`config.mk`:
```
export PLATFORM = sky130hd
export DESIGN_NAME = layer_scheduler
export DESIGN_NICKNAME = d
export VERILOG_FILES = /design/src/rtl/layer_scheduler.sv
export SDC_FILE = /design/constraint.sdc
export NUM_CORES = 1
export LEC_CHECK = 0
export BUFFER_PORTS_ARGS = -buffer_cell sky130_fd_sc_hd__clkbuf_2
export CAP_MARGIN = 20
export CORE_ASPECT_RATIO = 1.5
export CORE_MARGIN = 4
export CORE_UTILIZATION = 41
export DETAILED_ROUTE_END_ITERATION = 10
export GPL_ROUTABILITY_DRIVEN = 0
export SLEW_MARGIN = 40
export SYNTH_ARGS = -nofsm -noshare
export SYNTH_HDL_FRONTEND = slang
export SYNTH_SLANG_ARGS = --single-unit
```
`constraint.sdc`:
```
create_clock -name clk -period 6.75 [get_ports clk]
set_input_delay 0.675 -clock clk [delete_from_list [all_inputs] [get_ports clk]]
set_output_delay 0.675 -clock clk [all_outputs]
set_load 0.02 [all_outputs]
```
`src/rtl/layer_scheduler.sv`:
```
// layer_scheduler
//   Runs a job of num_layers layers. Each layer goes through three phases,
//   load -> compute -> save, and each phase is a request/completion handshake
//   with an external engine. A job with zero layers finishes at once with a
//   job_done pulse.
//
// Ports
//   clk                           single clock, rising edge
//   rst                           asynchronous reset, active low
//   start, num_layers             job request; num_layers is sampled when start is accepted
//   abort                         ends a running job at once, without job_done
//   load_req/comp_req/save_req    phase requests, high for the whole phase
//   load_done/comp_done/save_done one-cycle phase completion pulses
//   state                         00 IDLE, 01 MEM_LOAD, 10 MEM_SAVE, 11 COMPUTATION
//   layer_idx                     current layer, 0-based; holds its last value in IDLE
//   busy                          high whenever state is not IDLE
//   job_done                      one-cycle pulse on normal completion
//   error                         sticky watchdog timeout flag, cleared by the next start
//
// Optional feature
//   LAYER_SCHED_WATCHDOG_EN  when defined, each phase is limited by a WDOG_W-bit
//                            watchdog; without it phases wait forever and error
//                            is tied low.
//
// state | meaning
// ------+--------------------------------------------------
// IDLE  | no job; waits for start
// LOAD  | load_req high, waits for load_done
// COMP  | comp_req high, waits for comp_done
// SAVE  | save_req high, waits for save_done; then next layer or done

module layer_scheduler #(
  parameter int LAYER_W = 8,
  parameter int WDOG_W  = 16
) (
  input  logic               clk,
  input  logic               rst,
  input  logic               start,
  input  logic [LAYER_W-1:0] num_layers,
  input  logic               abort,
  output logic               load_req,
  output logic               comp_req,
  output logic               save_req,
  input  logic               load_done,
  input  logic               comp_done,
  input  logic               save_done,
  output logic [1:0]         state,
  output logic [LAYER_W-1:0] layer_idx,
  output logic               busy,
  output logic               job_done,
  output logic               error
);

  typedef enum logic [1:0] {
    S_IDLE = 2'b00,
    S_LOAD = 2'b01,
    S_SAVE = 2'b10,
    S_COMP = 2'b11
  } state_t;

  state_t             cur;
  logic [LAYER_W-1:0] count;
  logic               last_layer;

  // A watchdog narrower than 2 bits cannot express a meaningful timeout.
  if (WDOG_W < 2) begin : g_wdog_w_check
    $error("layer_scheduler: WDOG_W must be at least 2");
  end

  assign state      = cur;
  assign last_layer = (layer_idx == (count - LAYER_W'(1)));

`ifdef LAYER_SCHED_WATCHDOG_EN
  logic [WDOG_W-1:0] wdog;
  logic              timeout;

  // The counter starts at 0 on phase entry; leaving when it holds all-ones
  // minus one means it would reach all-ones on the same edge the phase is
  // abandoned, giving exactly 2**WDOG_W - 1 cycles in the phase.
  assign timeout = (wdog == {{(WDOG_W-1){1'b1}}, 1'b0});
`endif

  always_ff @(posedge clk or negedge rst) begin
    if (!rst) begin
      cur       <= S_IDLE;
      count     <= '0;
      layer_idx <= '0;
      load_req  <= 1'b0;
      comp_req  <= 1'b0;
      save_req  <= 1'b0;
      busy      <= 1'b0;
      job_done  <= 1'b0;
      error     <= 1'b0;
`ifdef LAYER_SCHED_WATCHDOG_EN
      wdog      <= '0;
`endif
    end else begin
      job_done <= 1'b0;
`ifdef LAYER_SCHED_WATCHDOG_EN
      wdog     <= (cur == S_IDLE) ? '0 : wdog + WDOG_W'(1);
`endif
      case (cur)
        S_IDLE: begin
          // abort outranks start; abort alone in IDLE does nothing
          if (start && !abort) begin
            error <= 1'b0;
            if (num_layers != '0) begin
              count     <= num_layers;
              layer_idx <= '0;
              cur       <= S_LOAD;
              load_req  <= 1'b1;
              busy      <= 1'b1;
`ifdef LAYER_SCHED_WATCHDOG_EN
              wdog      <= '0;
`endif
            end else begin
              job_done <= 1'b1;
            end
          end
        end

        S_LOAD: begin
          if (abort) begin
            cur      <= S_IDLE;
            load_req <= 1'b0;
            busy     <= 1'b0;
          end else if (load_done) begin
            cur      <= S_COMP;
            load_req <= 1'b0;
            comp_req <= 1'b1;
`ifdef LAYER_SCHED_WATCHDOG_EN
            wdog     <= '0;
          end else if (timeout) begin
            cur      <= S_IDLE;
            load_req <= 1'b0;
            busy     <= 1'b0;
            error    <= 1'b1;
`endif
          end
        end

        S_COMP: begin
          if (abort) begin
            cur      <= S_IDLE;
            comp_req <= 1'b0;
            busy     <= 1'b0;
          end else if (comp_done) begin
            cur      <= S_SAVE;
            comp_req <= 1'b0;
            save_req <= 1'b1;
`ifdef LAYER_SCHED_WATCHDOG_EN
            wdog     <= '0;
          end else if (timeout) begin
            cur      <= S_IDLE;
            comp_req <= 1'b0;
            busy     <= 1'b0;
            error    <= 1'b1;
`endif
          end
        end

        S_SAVE: begin
          if (abort) begin
            cur      <= S_IDLE;
            save_req <= 1'b0;
            busy     <= 1'b0;
          end else if (save_done) begin
            save_req <= 1'b0;
            if (last_layer) begin
              cur      <= S_IDLE;
              busy     <= 1'b0;
              job_done <= 1'b1;
            end else begin
              cur       <= S_LOAD;
              layer_idx <= layer_idx + LAYER_W'(1);
              load_req  <= 1'b1;
`ifdef LAYER_SCHED_WATCHDOG_EN
              wdog      <= '0;
`endif
            end
`ifdef LAYER_SCHED_WATCHDOG_EN
          end else if (timeout) begin
            cur      <= S_IDLE;
            save_req <= 1'b0;
            busy     <= 1'b0;
            error    <= 1'b1;
`endif
          end
        end

        default: begin
          cur      <= S_IDLE;
          load_req <= 1'b0;
          comp_req <= 1'b0;
          save_req <= 1'b0;
          busy     <= 1'b0;
        end
      endcase
    end
  end

endmodule

```
# Yosys cells after proc, flatten, opt, wreduce, memory -nomap -nowiden
# Cells that the tools add are included.
dict set report totals {
  word_cells 89
  output_inout_bits 16
  input_bits 15
  reg_bits 23
}
dict set report op_classes {
  eq_ne 18
  muxes 45
  n_reduce_logical 16
  add_sub_neg 2
}
# op n
set ops {}
lappend ops {{$mux 8} 5}
lappend ops {{$mux 1} 25}
lappend ops {{$ne 2x2->1 const B} 9}
lappend ops {{$mux 2} 8}
lappend ops {{$pmux 8 s2} 1}
lappend ops {{$ne 3x3->1 const B} 4}
lappend ops {{$reduce_and 5->1} 2}
lappend ops {{$add 8x1->8 const B} 1}
lappend ops {{$eq 8x8->1} 1}
lappend ops {{$pmux 2 s4} 1}
lappend ops {{$reduce_and 4->1} 2}
lappend ops {{$reduce_bool 8->1} 1}
lappend ops {{$sub 8x1->8 const B} 1}
lappend ops {{$reduce_and 7->1} 1}
lappend ops {{$pmux 1 s2} 3}
lappend ops {{$pmux 1 s3} 2}
lappend ops {{$reduce_and 6->1} 1}
lappend ops {{$reduce_bool 2->1} 3}
lappend ops {{$eq 2x2->1 const B} 2}
lappend ops {{$reduce_and 3->1} 1}
lappend ops {{$reduce_bool 3->1} 1}
lappend ops {{$eq 2x1->1 const B} 1}
lappend ops {{$logic_not 2->1} 1}
lappend ops {{$ne 2x1->1 const B} 1}
lappend ops {{other kinds (3)} 3}

# Logic depth before layout (Yosys ltp)
# Gate-level depths: netlist (run 1).
dict set report depth {
  depth_word 6
  ltp_mapped 10
  mapped_depth_nobuf 9
}

# Least setup slack after synthesis (run 1)
# Ideal clock, no wire load.
dict set report synth_path {
  path_type {reg2reg}
  startpoint {register count[0]}
  endpoint {register layer_idx[5]}
  t_arrival_ns 2.102
  setup_time_ns 0.119
  period_less_slack_ns 2.220
  setup_slack_ns 4.530
  path_stages_with_launch 11
  path_buffers 1
  required_ns 6.631
  cell_sequence {dfrtp_1 -> inv_1 -> ha_1 -> xor2_1 -> or3b_2 -> a21oi_1 -> o211a_1 -> a21bo_1 -> buf_4 -> o31a_1 -> o21a_1}
}
dict set report synth_via {
  elab_chain_len 4
}
# element line_no
set synth_rtl {}
lappend synth_rtl {{start: declaration} 62} ;# logic [LAYER_W-1:0] count;
lappend synth_rtl {{start signal: assignment} 108} ;# count <= num_layers;
lappend synth_rtl {{$sub 8x1->8} 71} ;# assign last_layer = (layer_idx == (count - LAYER_W'(1)));
lappend synth_rtl {{$eq 8x8->1} 71}
lappend synth_rtl {{$ne 2x2->1 (no source line)} -}
lappend synth_rtl {{$reduce_and 6->1 (no source line)} -}
lappend synth_rtl {{end signal: assignment} 175} ;# layer_idx <= layer_idx + LAYER_W'(1);
lappend synth_rtl {{end: declaration} 48} ;# output logic [LAYER_W-1:0] layer_idx,
# Every way passes these cells.
# A chain may end at the register's enable or synchronous reset.

# Worst setup path in the final report (run 1)
dict set report layout_path {
  startpoint {register count[0]}
  endpoint {register layer_idx[7]}
}
# The elaborated chain is that of the path after synthesis.

==> flow_metrics.tcl, run 1 <==
set metrics [dict create \
    slew_violations 0 \
    post-cts-setup-buffers 0 \
    antennaDiodeCount 0 \
    grt_setup_unrepaired "no" \
    setup-tns-final_ps 0 \
    n_fill_cell 315 \
    avgSynthCellArea_um2 8.359 \
    netlist-cell-type-count 38 \
    slew_headroom 0.5420 \
    synth_area_leader_cell "dfrtp_1" \
    yosys-top-cells-area "dfrtp_1 41%, nand2_1 10%, xnor2_1 5.6%, o21ai_0 3.5%, a21oi_1 2.8%" \
    grt_pass1_wl_um 5975 \
    final_util 0.5052 \
    insertion_delay_ps 260 \
    rows 25 \
    numPortBuffers 29 \
    drt_iter0_drc 55 \
    hold_buffers 0 \
    ys_ff_latch 23 \
    critPathBufInv 1 \
    drtPass1Iterations 4 \
    cts.sinks 23 \
    crit_arrival_ps 2720 \
    dp_slack_ps 4118 \
    cts_root_buf "clkbuf_8" \
    dieHeight_um 79.89 \
    p_per_area_nw_per_um2 230.2 \
    die_area_um2 4468 \
    cpPeakStageDelay_ps 520 \
    ioPinCount 31 \
    setup_viol 0 \
    holdCritPathClass "in2async" \
    antenna_found_initial 0 \
    place_hpwl_um 2687 \
    nets 212 \
    startpoint_type "register" \
    async_reset_ff_frac 1.000 \
    initial_core_util 0.4384 \
    tightest_slew_ps 679.8 \
    timing.final.ws_setup_ps 4226 \
    syn_inst 169 \
    h-tree-depth 1 \
    syn_area_um2 1413 \
    die_width_um 55.93 \
    cts_tree "built" \
    synth_nets 186 \
    grt_pass1_vias 1215 \
    irDropWorstVdd_v 0.0001436 \
    clock-skew-final_ps 2.297 \
    max_freq_ghz 0.3963 \
    synth_warnings 0 \
    drc 0 \
    multi_input_area_um2 774.5 \
    critPathCaptureType "register" \
    seq_area_frac_synth 0.4074 \
    ys.flop_type "dfrtp_1" \
    cp_slowest_cell "or4_1" \
    period_share 0.3739 \
    vias_per_cell 5.543 \
    post_cts_resized 0 \
    netlist.area_leader.share 0.4074 \
    drive_above_1_share 0.1856 \
    synthTopCellsByCount "39 x nand2_1, 23 x dfrtp_1, 10 x o21ai_0" \
    path_cells "inv_1 > ha_1 > xor2_1 > or3b_2 > a21oi_1 > o211a_1 > a21bo_1 > or4_1 > a21oi_1" \
    yosysMostFrequentCell "nand2_1" \
    seq_area_um2 575.6 \
    wl_per_cell_um 15.22 \
    crit_fanout 11 \
    critPathTopFamily "compound AO/OA/AOI/OAI gates" \
    core_area_um2 3222 \
    critPathRequiredTime_ps 6940 \
    grt-ovfl-total 0 \
    fin_crit_ps 2524 \
    power.leakage_uw 0.0007782 \
    path_class "reg2reg" \
    maxCapViolCount 0 \
    grt_max_degree 24 \
    status "completed" \
    synth_edf_count 0 \
    cts_max_path_buffers 2 \
    grt_use_total 0.1680 \
    clk_pin_slew_ps 80 \
    areaGrowthSynthToFinish_pct 15.23 \
    ant_nets 0 \
    via_count 1297 \
    holdWs_ps 398.3 \
    hold_viol 0 \
    wl_um 3562 \
    path_common_cell "a21oi_1" \
    cts_buffers 3 \
]
==> routing by layer <==
layer	GRT usage	share of wire
met1	0.2172	0.45
met2	0.2879	0.50
met3	0.02589	0.039
met4	0.04988	0.013
met5	0	0
==> placed cells by master, fill, tap and decap left out, drive strengths merged <==
master,Yosys,final
nand2,39,39
clkbuf,4,33
dfrtp,23,23
o21ai,10,10
xnor2,9,9
inv,8,8
a21oi,8,8
nor2,7,7
nor3,6,6
a31oi,6,6
nor2b,4,4
or4,4,4
nor4,4,4
or3,3,3
o31ai,3,3
o21bai,2,2
a211oi,2,2
xor2,2,2
o31a,2,2
a41o,2,2
ha,2,2
or2,1,1
nand4,1,1
or3b,1,1
nor3b,1,1
o211a,1,1
o211ai,1,1
a21bo,1,1
nand3,1,1
and3,1,1
o22ai,1,1
o41ai,1,1
a311o,1,1
o21a,1,1
conb,1,1
buf,5,1
==> power by group <==
group | switching, µW | total [µW] | leakage, µW | internal (µW)
Clock | 44.3 | 86.4 | 0.0000228 | 42.2
Combinational | 61.0 | 108 | 0.000461 | 46.7
Sequential | 26.6 | 181 | 0.000294 | 154
==> registers in the layout, summed over array words and instances (netlist names) <==
| register | flops |
|---|---|
| count | 8 |
| layer_idx | 8 |
| state | 2 |
| busy | 1 |
| comp_req | 1 |
| job_done | 1 |
| load_req | 1 |
| save_req | 1 |
==> final timing paths <==
check                               from           end  slack [ps]  cells after the start
worst max register to register  count[0]  layer_idx[7]        4230                      9
worst min register to register  count[7]      count[7]         510                      2
min in group clk                count[7]      count[7]         510                      2
worst max-delay path            count[0]  layer_idx[7]        4230                      9
worst min-delay path                 rst  layer_idx[0]         400                      1
max in group asynchronous            rst      count[0]        5970                      1
==> layout make-up <==
cell class | count | area share
Multi-Input combinational cell | 129 | 0.4758
Inverter | 8 | 0.01845
Timing Repair Buffer | 30 | 0.09377
Tap cell | 40 | 0.03075
Sequential cell | 23 | 0.3536
Clock buffer | 4 | 0.02767
==> cell families (layout without fill, tap and decap cells) <==
| kind of cell | Yosys count | in the layout | synth area share |
|---|---|---|---|
| other cells | 1 | 1 | 0.002655 |
| fa+ha+maj | 2 | 2 | 0.01771 |
| compound gates | 42 | 42 | 0.1966 |
| simple gates | 73 | 73 | 0.2524 |
| flops | 23 | 23 | 0.4074 |
| buf+inv | 17 | 42 | 0.05491 |
| xor+xnor | 11 | 11 | 0.06821 |
==> metrics by stage <==
step,instance area [µm²],cells,total power (µW)
floorplan,1413,169,256.2
global placement,1574,230,285.7
detailed placement,1574,230,289.7
CTS,1619,234,375.6
global route,1628,234,399.8
finish,1628,234,374.8
(Power assumes the default switching activity.)
==> run 2, diff against run 1 <==
--- a/config.mk
+++ b/config.mk
@@ -12,6 +12,7 @@
 export CORE_UTILIZATION = 41
 export DETAILED_ROUTE_END_ITERATION = 10
 export GPL_ROUTABILITY_DRIVEN = 0
+export PLACE_DENSITY = 0.65
 export SLEW_MARGIN = 40
 export SYNTH_ARGS = -nofsm -noshare
 export SYNTH_HDL_FRONTEND = slang
==> constraint.sdc (replaced) <==
create_clock -name clk -period 2.28 [get_ports clk]
set_input_delay 0.228 -clock clk [delete_from_list [all_inputs] [get_ports clk]]
set_output_delay 0.228 -clock clk [all_outputs]
set_load 0.02 [all_outputs]
==> run 2 against run 1 <==
Effect of this change:
- critical endpoint unchanged
- clock skew up 4.3 ps
- critical path depth rose by 1
- largest cell class unchanged
- maximum frequency up 15%
==> flow_metrics.tcl, run 2 (same netlist as run 1, synthesis figures left out) <==
set metrics [dict create \
    die_area_um2 4468 \
    clk_pin_slew_ps 90 \
    vias_per_cell 5.562 \
    areaGrowthSynthToFinish_pct 26.48 \
    grt_pass1_wl_um 6154 \
    cts_buffers 3 \
    drive_above_1_share 0.2967 \
    grt_max_degree 24 \
    die_width_um 55.93 \
    antennaDiodeCount 0 \
    crit_fanout 6 \
    core_area_um2 3222 \
    fin_crit_ps 2188 \
    dieHeight_um 79.89 \
    setup_viol 0 \
    cts_max_path_buffers 2 \
    insertion_delay_ps 270 \
    critPathRequiredTime_ps 2480 \
    ant_nets 0 \
    power.leakage_uw 0.0008577 \
    cts_root_buf "clkbuf_8" \
    drt_iter0_drc 32 \
    clock-skew-final_ps 6.607 \
    numPortBuffers 29 \
    cts_tree "built" \
    ioPinCount 31 \
    nets 227 \
    rows 25 \
    place_hpwl_um 2858 \
    placed_cells 241 \
    antenna_found_initial 0 \
    initial_core_util 0.4384 \
    holdCritPathClass "in2reg" \
    cpPeakStageDelay_ps 470 \
    crit_arrival_ps 2380 \
    dp_slack_ps -50.24 \
    grt_pass1_vias 1357 \
    max_freq_ghz 0.4570 \
    irDropWorstVdd_v 0.0004424 \
    layoutNonFillerInstCount 249 \
    hold_viol 0 \
    maxCapViolCount 0 \
    path_cells "inv_1 > ha_4 > xor2_2 > or3b_2 > a21oi_2 > o211a_1 > a21bo_4 > buf_4 > o31ai_1 > a21oi_1" \
    n_fill_cell 315 \
    tightest_slew_ps 603.1 \
    timing.final.ws_setup_ps 91.95 \
    grt_use_total 0.1711 \
    slew_violations 0 \
    layout_commonest_cell "nand2_1" \
    holdWs_ps 158.2 \
    critPathCaptureType "register" \
    wl_per_cell_um 15.00 \
    grt-ovfl-total 0 \
    final_cell_mix "39 x nand2_1, 29 x clkbuf_2, 22 x dfrtp_1" \
    p_per_area_nw_per_um2 674.3 \
    drc 0 \
    slew_headroom 0.5979 \
    period_share 0.9597 \
    startpoint_type "register" \
    cts.sinks 23 \
    cp_slowest_cell "or3b_2" \
    via_count 1385 \
    drtPass1Iterations 4 \
    path_class "reg2reg" \
    h-tree-depth 1 \
    setup-tns-final_ps 0 \
    wl_um 3734 \
    status "completed" \
    grt_setup_unrepaired "yes" \
]
## run 2: repair_timing
item | CTS | global route
endpoints found under the hold margin | 23 | 0
buffers inserted | 0 | 3
endpoints found under the setup margin | 2 | 7
resized for setup | 4 | 9
hold buffers | 1 | 0
pin swaps | 1 | 8
## run 2: final cells by class
type                    count  area [µm²]  share of cell area
well taps                  40       50.05             0.02801
repair buffers             45       267.8              0.1499
clock buffers               3       41.29             0.02311
multi-input cells         129       815.8              0.4566
flip-flops and latches     23       576.8              0.3228
inverters                   8       30.03             0.01681
clock inverters             1       5.005            0.002801
## run 2: worst max-delay path, delay by kind of cell (launching register included)
kind                       cells  cell delay (ps)
and+or+nand+nor                1              470
xor gates and xnor gates       1              150
buffers and inverters          2              210
DFF                            1              350
AOI/OAI and AO/OA              5              750
adders and majority gates      1              180
## run 2: report_power, final
group | internal, µW | switching [µW]
combinational | 199 | 221
sequential | 457 | 66.9
clock | 122 | 138
total | 778 | 426
## run 2: final timing paths
kind / from / to / slack (ps) / cells past startpoint
max reg2reg: count[1] / layer_idx[7] / 90 / 10
max in group asynchronous: rst / count[2] / 1370 / 2
min reg2reg: load_req / load_req / 520 / 2
max: count[1] / layer_idx[7] / 90 / 10
min: num_layers[7] / count[7] / 160 / 3
min in group asynchronous: rst / save_req / 490 / 2
## run 2: through the flow
step / total power (µW) / area [µm²] / utilization
6_report: 1205 / 1787 / 0.5546
5_1_grt: 1277 / 1787 / 0.5546
4_1_cts: 1164 / 1733 / 0.5379
3_5_place_dp: 889.9 / 1657 / 0.5142
3_3_place_gp: 870.6 / 1657 / 0.5142
2_1_floorplan: 758.4 / 1413 / -
## run 2: layer usage
metal,up-vias,global-route usage,wire (µm)
li1,676,-,-
met1,670,0.1978,1569
met2,33,0.3199,1990
met3,6,0.02265,123
met4,0,0.05938,51
met5,-,0,0
